**src/rtl/tic_tac_toe_ai_pkg.sv**
```systemverilog
// Shared board encodings, win-line table, pick order and AI FSM states for tic_tac_toe.
package tic_tac_toe_pkg;

  localparam logic [1:0] EMPTY = 2'd0;
  localparam logic [1:0] PX    = 2'd1;
  localparam logic [1:0] PO    = 2'd2;

  typedef logic [3:0] cell_idx_t;

  localparam cell_idx_t WIN_LINES [8][3] = '{
    '{4'd0, 4'd1, 4'd2},
    '{4'd3, 4'd4, 4'd5},
    '{4'd6, 4'd7, 4'd8},
    '{4'd0, 4'd3, 4'd6},
    '{4'd1, 4'd4, 4'd7},
    '{4'd2, 4'd5, 4'd8},
    '{4'd0, 4'd4, 4'd8},
    '{4'd2, 4'd4, 4'd6}
  };

  // Center, corners, edges; corner slots 1..4 may be rotated by the random option.
  localparam cell_idx_t PICK_ORDER [9] = '{
    4'd4, 4'd0, 4'd2, 4'd6, 4'd8, 4'd1, 4'd3, 4'd5, 4'd7
  };

  typedef enum logic [2:0] {
    S_IDLE,
    S_SCAN_WIN,
    S_SCAN_BLOCK,
    S_PICK,
    S_ISSUE,
    S_WAIT
  } ai_state_t;

  function automatic logic [1:0] cell_at(input logic [17:0] board, input cell_idx_t idx);
    return board[{idx, 1'b0} +: 2];
  endfunction

endpackage

```
**src/rtl/tic_tac_toe_ai_if.sv**
```systemverilog
// Engine <-> AI signal bundle: engine state toward the AI, move strobe back.
interface tic_tac_toe_ai_if;
  logic        enable;
  logic [17:0] board_flat;
  logic [1:0]  current_player;
  logic [1:0]  winner;
  logic        draw;
  logic        move_valid;
  logic [3:0]  move_pos;
  logic        busy;

  modport master (
    output enable, board_flat, current_player, winner, draw,
    input  move_valid, move_pos, busy
  );

  modport slave (
    input  enable, board_flat, current_player, winner, draw,
    output move_valid, move_pos, busy
  );
endinterface

```
**src/rtl/tic_tac_toe_ai_line_eval.sv**
```systemverilog
// Combinational check of one win line: two cells owned by i_player and the third empty.
module ttt_line_eval
  import tic_tac_toe_pkg::*;
(
  input  logic [1:0] i_c0,
  input  logic [1:0] i_c1,
  input  logic [1:0] i_c2,
  input  logic [1:0] i_player,
  output logic       o_hit,
  output logic [1:0] o_slot
);
  always_comb begin
    o_hit  = 1'b0;
    o_slot = '0;
    if (i_c0 == i_player && i_c1 == i_player && i_c2 == EMPTY) begin
      o_hit  = 1'b1;
      o_slot = 2'd2;
    end else if (i_c0 == i_player && i_c2 == i_player && i_c1 == EMPTY) begin
      o_hit  = 1'b1;
      o_slot = 2'd1;
    end else if (i_c1 == i_player && i_c2 == i_player && i_c0 == EMPTY) begin
      o_hit  = 1'b1;
      o_slot = 2'd0;
    end
  end
endmodule

```
**src/rtl/tic_tac_toe_ai.sv**
```systemverilog
// Tic-tac-toe opponent: win / block / center / corner / edge move selection with retry.
// Optional macro TTT_AI_RANDOM_EN rotates the corner search start with an 8-bit LFSR.
module tic_tac_toe_ai
  import tic_tac_toe_pkg::*;
#(
  parameter logic [1:0]  AI_PLAYER      = 2'd2,
  parameter int unsigned ACCEPT_TIMEOUT = 15
) (
  input logic              clk,
  input logic              reset_n,
  tic_tac_toe_ai_if.slave  ai_bus
);
  localparam logic [1:0]  OPP   = 2'(3 - AI_PLAYER);
  localparam int unsigned TW    = $clog2(ACCEPT_TIMEOUT + 1);
  localparam logic [TW-1:0] TLAST = TW'(ACCEPT_TIMEOUT - 1);

  ai_state_t   r_state;
  logic [17:0] r_snap;
  logic [2:0]  r_line;
  logic [TW-1:0] r_tcnt;
  logic        r_move_valid;
  logic [3:0]  r_move_pos;

  logic        w_active, w_abort, w_hit, w_pick_found;
  logic [1:0]  w_player, w_slot, w_corner_start;
  cell_idx_t   w_l0, w_l1, w_l2, w_hit_pos, w_pick_pos, w_try;

  assign w_active = ai_bus.enable && (ai_bus.current_player == AI_PLAYER) &&
                    (ai_bus.winner == 2'd0) && !ai_bus.draw;
  assign w_abort  = !ai_bus.enable || (ai_bus.winner != 2'd0) || ai_bus.draw;

  assign w_player  = (r_state == S_SCAN_BLOCK) ? OPP : AI_PLAYER;
  assign w_l0      = WIN_LINES[r_line][0];
  assign w_l1      = WIN_LINES[r_line][1];
  assign w_l2      = WIN_LINES[r_line][2];
  assign w_hit_pos = (w_slot == 2'd2) ? w_l2 : (w_slot == 2'd1) ? w_l1 : w_l0;

  ttt_line_eval u_line_eval (
    .i_c0     (cell_at(r_snap, w_l0)),
    .i_c1     (cell_at(r_snap, w_l1)),
    .i_c2     (cell_at(r_snap, w_l2)),
    .i_player (w_player),
    .o_hit    (w_hit),
    .o_slot   (w_slot)
  );

`ifdef TTT_AI_RANDOM_EN
  logic [7:0] r_lfsr;
  always_ff @(posedge clk or negedge reset_n) begin
    if (!reset_n) r_lfsr <= 8'h5A;
    else          r_lfsr <= {1'b0, r_lfsr[7:1]} ^ (r_lfsr[0] ? 8'hB8 : 8'h00);
  end
  assign w_corner_start = r_lfsr[1:0];
`else
  assign w_corner_start = '0;
`endif

  // Corner entries of PICK_ORDER are visited rotated by w_corner_start; zero gives the fixed order.
  always_comb begin
    w_pick_found = 1'b0;
    w_pick_pos   = '0;
    w_try        = '0;
    for (int unsigned k = 0; k < 9; k++) begin
      if (k >= 1 && k <= 4)
        w_try = PICK_ORDER[4'(1 + ((k - 1 + 32'(w_corner_start)) & 32'd3))];
      else
        w_try = PICK_ORDER[4'(k)];
      if (!w_pick_found && cell_at(r_snap, w_try) == EMPTY) begin
        w_pick_found = 1'b1;
        w_pick_pos   = w_try;
      end
    end
  end

  always_ff @(posedge clk or negedge reset_n) begin
    if (!reset_n) begin
      r_state      <= S_IDLE;
      r_snap       <= '0;
      r_line       <= '0;
      r_tcnt       <= '0;
      r_move_valid <= 1'b0;
      r_move_pos   <= '0;
    end else begin
      r_move_valid <= 1'b0;
      if (w_abort) begin
        r_state <= S_IDLE;
      end else begin
        case (r_state)
          S_IDLE: if (w_active) begin
            r_snap  <= ai_bus.board_flat;
            r_line  <= '0;
            r_state <= S_SCAN_WIN;
          end
          S_SCAN_WIN, S_SCAN_BLOCK: begin
            if (w_hit) begin
              r_move_valid <= 1'b1;
              r_move_pos   <= w_hit_pos;
              r_state      <= S_ISSUE;
            end else if (r_line == 3'd7) begin
              r_line  <= '0;
              r_state <= (r_state == S_SCAN_WIN) ? S_SCAN_BLOCK : S_PICK;
            end else begin
              r_line <= r_line + 3'd1;
            end
          end
          S_PICK: begin
            if (w_pick_found) begin
              r_move_valid <= 1'b1;
              r_move_pos   <= w_pick_pos;
              r_state      <= S_ISSUE;
            end else begin
              r_state <= S_IDLE;
            end
          end
          S_ISSUE: begin
            r_tcnt  <= '0;
            r_state <= S_WAIT;
          end
          S_WAIT: begin
            if (ai_bus.board_flat != r_snap || ai_bus.current_player != AI_PLAYER) begin
              r_state <= S_IDLE;
            end else if (r_tcnt == TLAST) begin
              // r_move_pos still holds the candidate, so a retry just re-strobes it.
              r_move_valid <= 1'b1;
              r_state      <= S_ISSUE;
            end else begin
              r_tcnt <= r_tcnt + 1'b1;
            end
          end
          default: r_state <= S_IDLE;
        endcase
      end
    end
  end

  assign ai_bus.move_valid = r_move_valid;
  assign ai_bus.move_pos   = r_move_pos;
  assign ai_bus.busy       = (r_state != S_IDLE);

endmodule

```
**src/flat_wrapper.sv**
```systemverilog
// flat-port wrapper written by rule: the top's interface ports become plain ports
module tic_tac_toe_ai_flat import tic_tac_toe_pkg::*;
#(
  parameter logic [1:0]  AI_PLAYER      = 2'd2,
  parameter int unsigned ACCEPT_TIMEOUT = 15
)
  (clk, reset_n, ai_bus_enable, ai_bus_board_flat, ai_bus_current_player, ai_bus_winner, ai_bus_draw, ai_bus_move_valid, ai_bus_move_pos, ai_bus_busy);
  tic_tac_toe_ai_if ai_bus_i ();
  input logic clk;
  input logic reset_n;
  input wire logic [$bits(ai_bus_i.enable)-1:0] ai_bus_enable;
  input wire logic [$bits(ai_bus_i.board_flat)-1:0] ai_bus_board_flat;
  input wire logic [$bits(ai_bus_i.current_player)-1:0] ai_bus_current_player;
  input wire logic [$bits(ai_bus_i.winner)-1:0] ai_bus_winner;
  input wire logic [$bits(ai_bus_i.draw)-1:0] ai_bus_draw;
  output wire logic [$bits(ai_bus_i.move_valid)-1:0] ai_bus_move_valid;
  output wire logic [$bits(ai_bus_i.move_pos)-1:0] ai_bus_move_pos;
  output wire logic [$bits(ai_bus_i.busy)-1:0] ai_bus_busy;
  assign ai_bus_i.enable = ai_bus_enable;
  assign ai_bus_i.board_flat = ai_bus_board_flat;
  assign ai_bus_i.current_player = ai_bus_current_player;
  assign ai_bus_i.winner = ai_bus_winner;
  assign ai_bus_i.draw = ai_bus_draw;
  assign ai_bus_move_valid = ai_bus_i.move_valid;
  assign ai_bus_move_pos = ai_bus_i.move_pos;
  assign ai_bus_busy = ai_bus_i.busy;
  tic_tac_toe_ai #(.AI_PLAYER(AI_PLAYER), .ACCEPT_TIMEOUT(ACCEPT_TIMEOUT)) u_core (.clk(clk), .reset_n(reset_n), .ai_bus(ai_bus_i));
endmodule
```
**config.mk**
```make
export PLATFORM = sky130hd
export DESIGN_NAME = tic_tac_toe_ai_flat
export DESIGN_NICKNAME = d
export VERILOG_FILES = /design/src/rtl/tic_tac_toe_ai_pkg.sv /design/src/rtl/tic_tac_toe_ai_if.sv /design/src/rtl/tic_tac_toe_ai_line_eval.sv /design/src/rtl/tic_tac_toe_ai.sv /design/src/flat_wrapper.sv
export SDC_FILE = /design/constraint.sdc
export NUM_CORES = 1
export LEC_CHECK = 0
export CAP_MARGIN = 20
export CORE_MARGIN = 2
export CORE_UTILIZATION = 55
export DETAILED_ROUTE_END_ITERATION = 8
export HOLD_SLACK_MARGIN = 0.02
export PLACE_DENSITY = 0.78
export REMOVE_ABC_BUFFERS = 1
export SLEW_MARGIN = 10
export SYNTH_ARGS = -nofsm -noshare
export SYNTH_HDL_FRONTEND = slang
export SYNTH_SLANG_ARGS = --single-unit
export TNS_END_PERCENT = 1
```
**constraint.sdc**
```tcl
create_clock -name clk -period 7.9 [get_ports clk]
set_input_delay 1.58 -clock clk [delete_from_list [all_inputs] [get_ports clk]]
set_output_delay 1.58 -clock clk [all_outputs]
set_load 0.02 [all_outputs]
```
==> impl_results.md <==
- DRC errors left: 0
- Final hold violations: 0
- CTS Buffer Depth: 2
- Distinct cell type count of the synthesized netlist: 66
- Share of cells above drive strength 1: 0.153
- # IOs: 32
- Seq/Total Area, Yosys: 0.283
- Post_cts resized: 0
- Hold Crit Class: reg2reg
- Post-synth top flop: dfrtp_1
- Final setup violation count: 0
- Max Clk Rate: 245 MHz
- Pins Over Slew Limit: 0
- DP HPWL: 5080 um
- Number of global-route vias before repair: 2376
- Total of max-cap violations: 0
- Final std cells w/o fill: 396
- TritonCTS clock tree: built
- Critical path peak fanout: 19
- Outcome: completed
- Leakage: 1.31 nW
- Combinational share of power: 0.527
- Initial Utilization: 0.571
- Sink Count: 33
- Core area: 5110 um^2
- Site row count: 26
- Diodes inserted: 0
- Root Driver: clkbuf_8
- Total CTS buffers: 5
- Tightest Pin Transition: 0.813 ns
- Setup TNS: 0 ns
- Initial antenna violation count: 0
- Worst vdd ir: 164 uV
- Total gr overflow: 0
- Final wirelength: 6750 um
- Cts hold-fix bufs: 0
- RD Place Congestion: 0.914
- Port Buffers: 31
- Period minus WS final: 4.08 ns
- Util after Layout: 0.646
- Internal: 0.000445 W
- CP endpoint kind: flip-flop
- Post-synth EDFFs: 0
- Switching share of power: 0.436
- RSZ-0062 raised after global routing: no
- Worst Path Required: 8.09 ns
- Die H: 76.8 um
- CP arrival: 4.27 ns
- Headroom to the max-slew limit: 0.458
- Synthesized area: 2920 um^2
- Final #Nets: 359
- First-pass GRT wire length: 11400 um
- Synth warn: 0
- Via/cell ratio: 6.31
- Power density cells: 239 nW/um^2
- Final period utilization: 0.517
- Critical path launch point type: input pin
- Post-synthesis cell count: 307
- NetSw: 0.000344 W
- Worst-path clk slew: 0.07 ns
- Antenna viol nets, final: 0
- Worst clock skew: 0.00466 ns
- Syn Area/Cell: 9.50 um^2
- Asr flop ratio synth: 1.00
- # placed instances: 388
- Area grow syn2layout: 13.1%
- Sequential share of power: 0.319
- Die width: 76.8 um
- Synth Register Bits: 33
- H-tree depth: 2
- Pin count of the biggest net entering global routing: 34
- Tot GR Track Use: 0.240
- Via count: 2498
- Die area: 5900 um^2
- DRT iter0 DRCs: 289
- CP Class: in2reg
- Clock power frac: 0.154
- Fillers: 445
- Pre-Repair DR Iteration Count: 5
- Clk_lat worst skew: 0.28 ns
- Postcts setup bufs: 0
- Routed length per placed instance: 17.1 um
==> cell usage in the layout (no fill, tap or decap), types with 5 or more instances in the layout <==
master and n:
mux2_2 20, inv_1 7, nor4_1 5, clkdlybuf4s50_1 31, mux4_2 5, nor3_1 11, nor2_1 17, dfrtp_1 33
mux2i_1 15, nand2b_1 9, ha_1 8, nor2b_1 8, nand3_1 7, xor2_1 16, clkbuf_8 5, o22ai_1 7
o21ai_0 12, a21oi_1 13, nand2_1 18
==> sequential cells by signal, indices dropped and copies added (netlist names) <==
register                  cells
u_core.r_tcnt                 4
u_core.r_state                3
u_core.r_snap                18
u_core.ai_bus.move_pos        4
u_core.ai_bus.move_valid      1
u_core.r_line                 3
==> power groups by stage <==
stage          Sequential (W)  Clock (W)  Combinational [W]
2_1_floorplan        0.000233          0           0.000326
3_3_place_gp         0.000251          0           0.000403
3_5_place_dp         0.000253          0           0.000409
4_1_cts              0.000250   0.000125           0.000411
5_1_grt              0.000257   0.000132           0.000449
6_report             0.000252   0.000122           0.000416
==> worst max-delay path, stage by stage <==
cell	delay (ns)
clkdlybuf4s50_1	0.40
or4b_2	0.83
or3_1	0.75
nand2_1	0.20
a21boi_1	0.28
nand3_1	0.11
o21ai_0	0.11
==> metrics by stage <==
step / area, um^2 / total power (W) / hold WS (ns) / setup WS, ns
after global routing: 3300 / 0.000838 / 0.545 / 3.63
final: 3300 / 0.000789 / 0.514 / 3.82
after global placement: 3220 / 0.000654 / 0.499 / 3.64
after CTS: 3300 / 0.000786 / 0.516 / 3.83
after detailed placement: 3220 / 0.000662 / 0.497 / 3.55
after floorplan: 2810 / 0.000559 / 0.516 / 4.23
==> worst paths after layout <==
path,startpoint,endpoint,slack (ns),cells past startpoint
setup reg to reg,u_core.r_line[0],u_core.ai_bus.move_pos[3],3.93,11
max in group asynchronous,reset_n,u_core.r_state[2],5.88,2
min in group asynchronous,reset_n,u_core.r_snap[12],1.70,2
hold reg to reg,u_core.ai_bus.move_pos[1],u_core.ai_bus.move_pos[1],0.51,1
hold / removal,u_core.ai_bus.move_pos[1],u_core.ai_bus.move_pos[1],0.51,1
setup / recovery,ai_bus_winner[1],u_core.r_line[2],3.82,7
==> synth_stat cells (3+ instances only) <==
cell        n  area (um^2)
mux2_1      3         33.8
o211ai_1    3         22.5
o22ai_1     7         43.8
mux2i_1    15          150
nor2_1     17         63.8
a21oi_1    13         65.1
mux2_2     20          225
mux4_2      5          113
nor2b_1     8         50.1
dfrtp_1    33          826
ha_1        8          100
or3_1       4         25.0
clkbuf_1   13         48.8
inv_1       7         26.3
xor2_1     16          140
o21ai_0    12         60.1
buf_2       5         25.0
or2_2       4         25.0
xnor2_1     4         35.0
nor4_1      5         31.3
a2bb2oi_1   4         35.0
mux2_4      4         60.1
nor3_1     11         55.1
nand4_1     4         25.0
nand3_1     7         35.0
nand2b_1    9         56.3
o31a_1      3         26.3
nand2_1    18         67.6
==> per-layer routing <==
| layer | up-vias | part of all wire | routed length [um] | GRT usage |
|---|---|---|---|---|
| met2 | 103 | 0.47 | 3180 | 0.376 |
| met1 | 1201 | 0.45 | 3060 | 0.331 |
| met4 | 0 | 0.017 | 116 | 0.0945 |
| li1 | 1183 | - | - | - |
| met5 | - | 0 | 0 | 0 |
| met3 | 11 | 0.059 | 401 | 0.0412 |
==> cell type report <==
cell class | instances | area (um^2) | share of cell area
sequential | 33 | 826 | 0.250
multi-input combinational | 246 | 1960 | 0.594
timing repair buffer | 32 | 318 | 0.0964
tap | 70 | 87.6 | 0.0266
inverter | 7 | 26.3 | 0.00797
clock buffer | 8 | 80.1 | 0.0243
==> logic make-up (layout without fill, tap and decap cells) <==
logic type,after synthesis,after routing,synth area share
muxes,47,47,0.199
DFF,33,33,0.283
and+or+nand+nor,100,100,0.191
buffers and inverters,28,47,0.0446
AOI/OAI and AO/OA,71,71,0.187
adders and majority gates,8,8,0.0343
xor gates and xnor gates,20,20,0.0601
No activity file was read; power rests on OpenSTA's default activity.
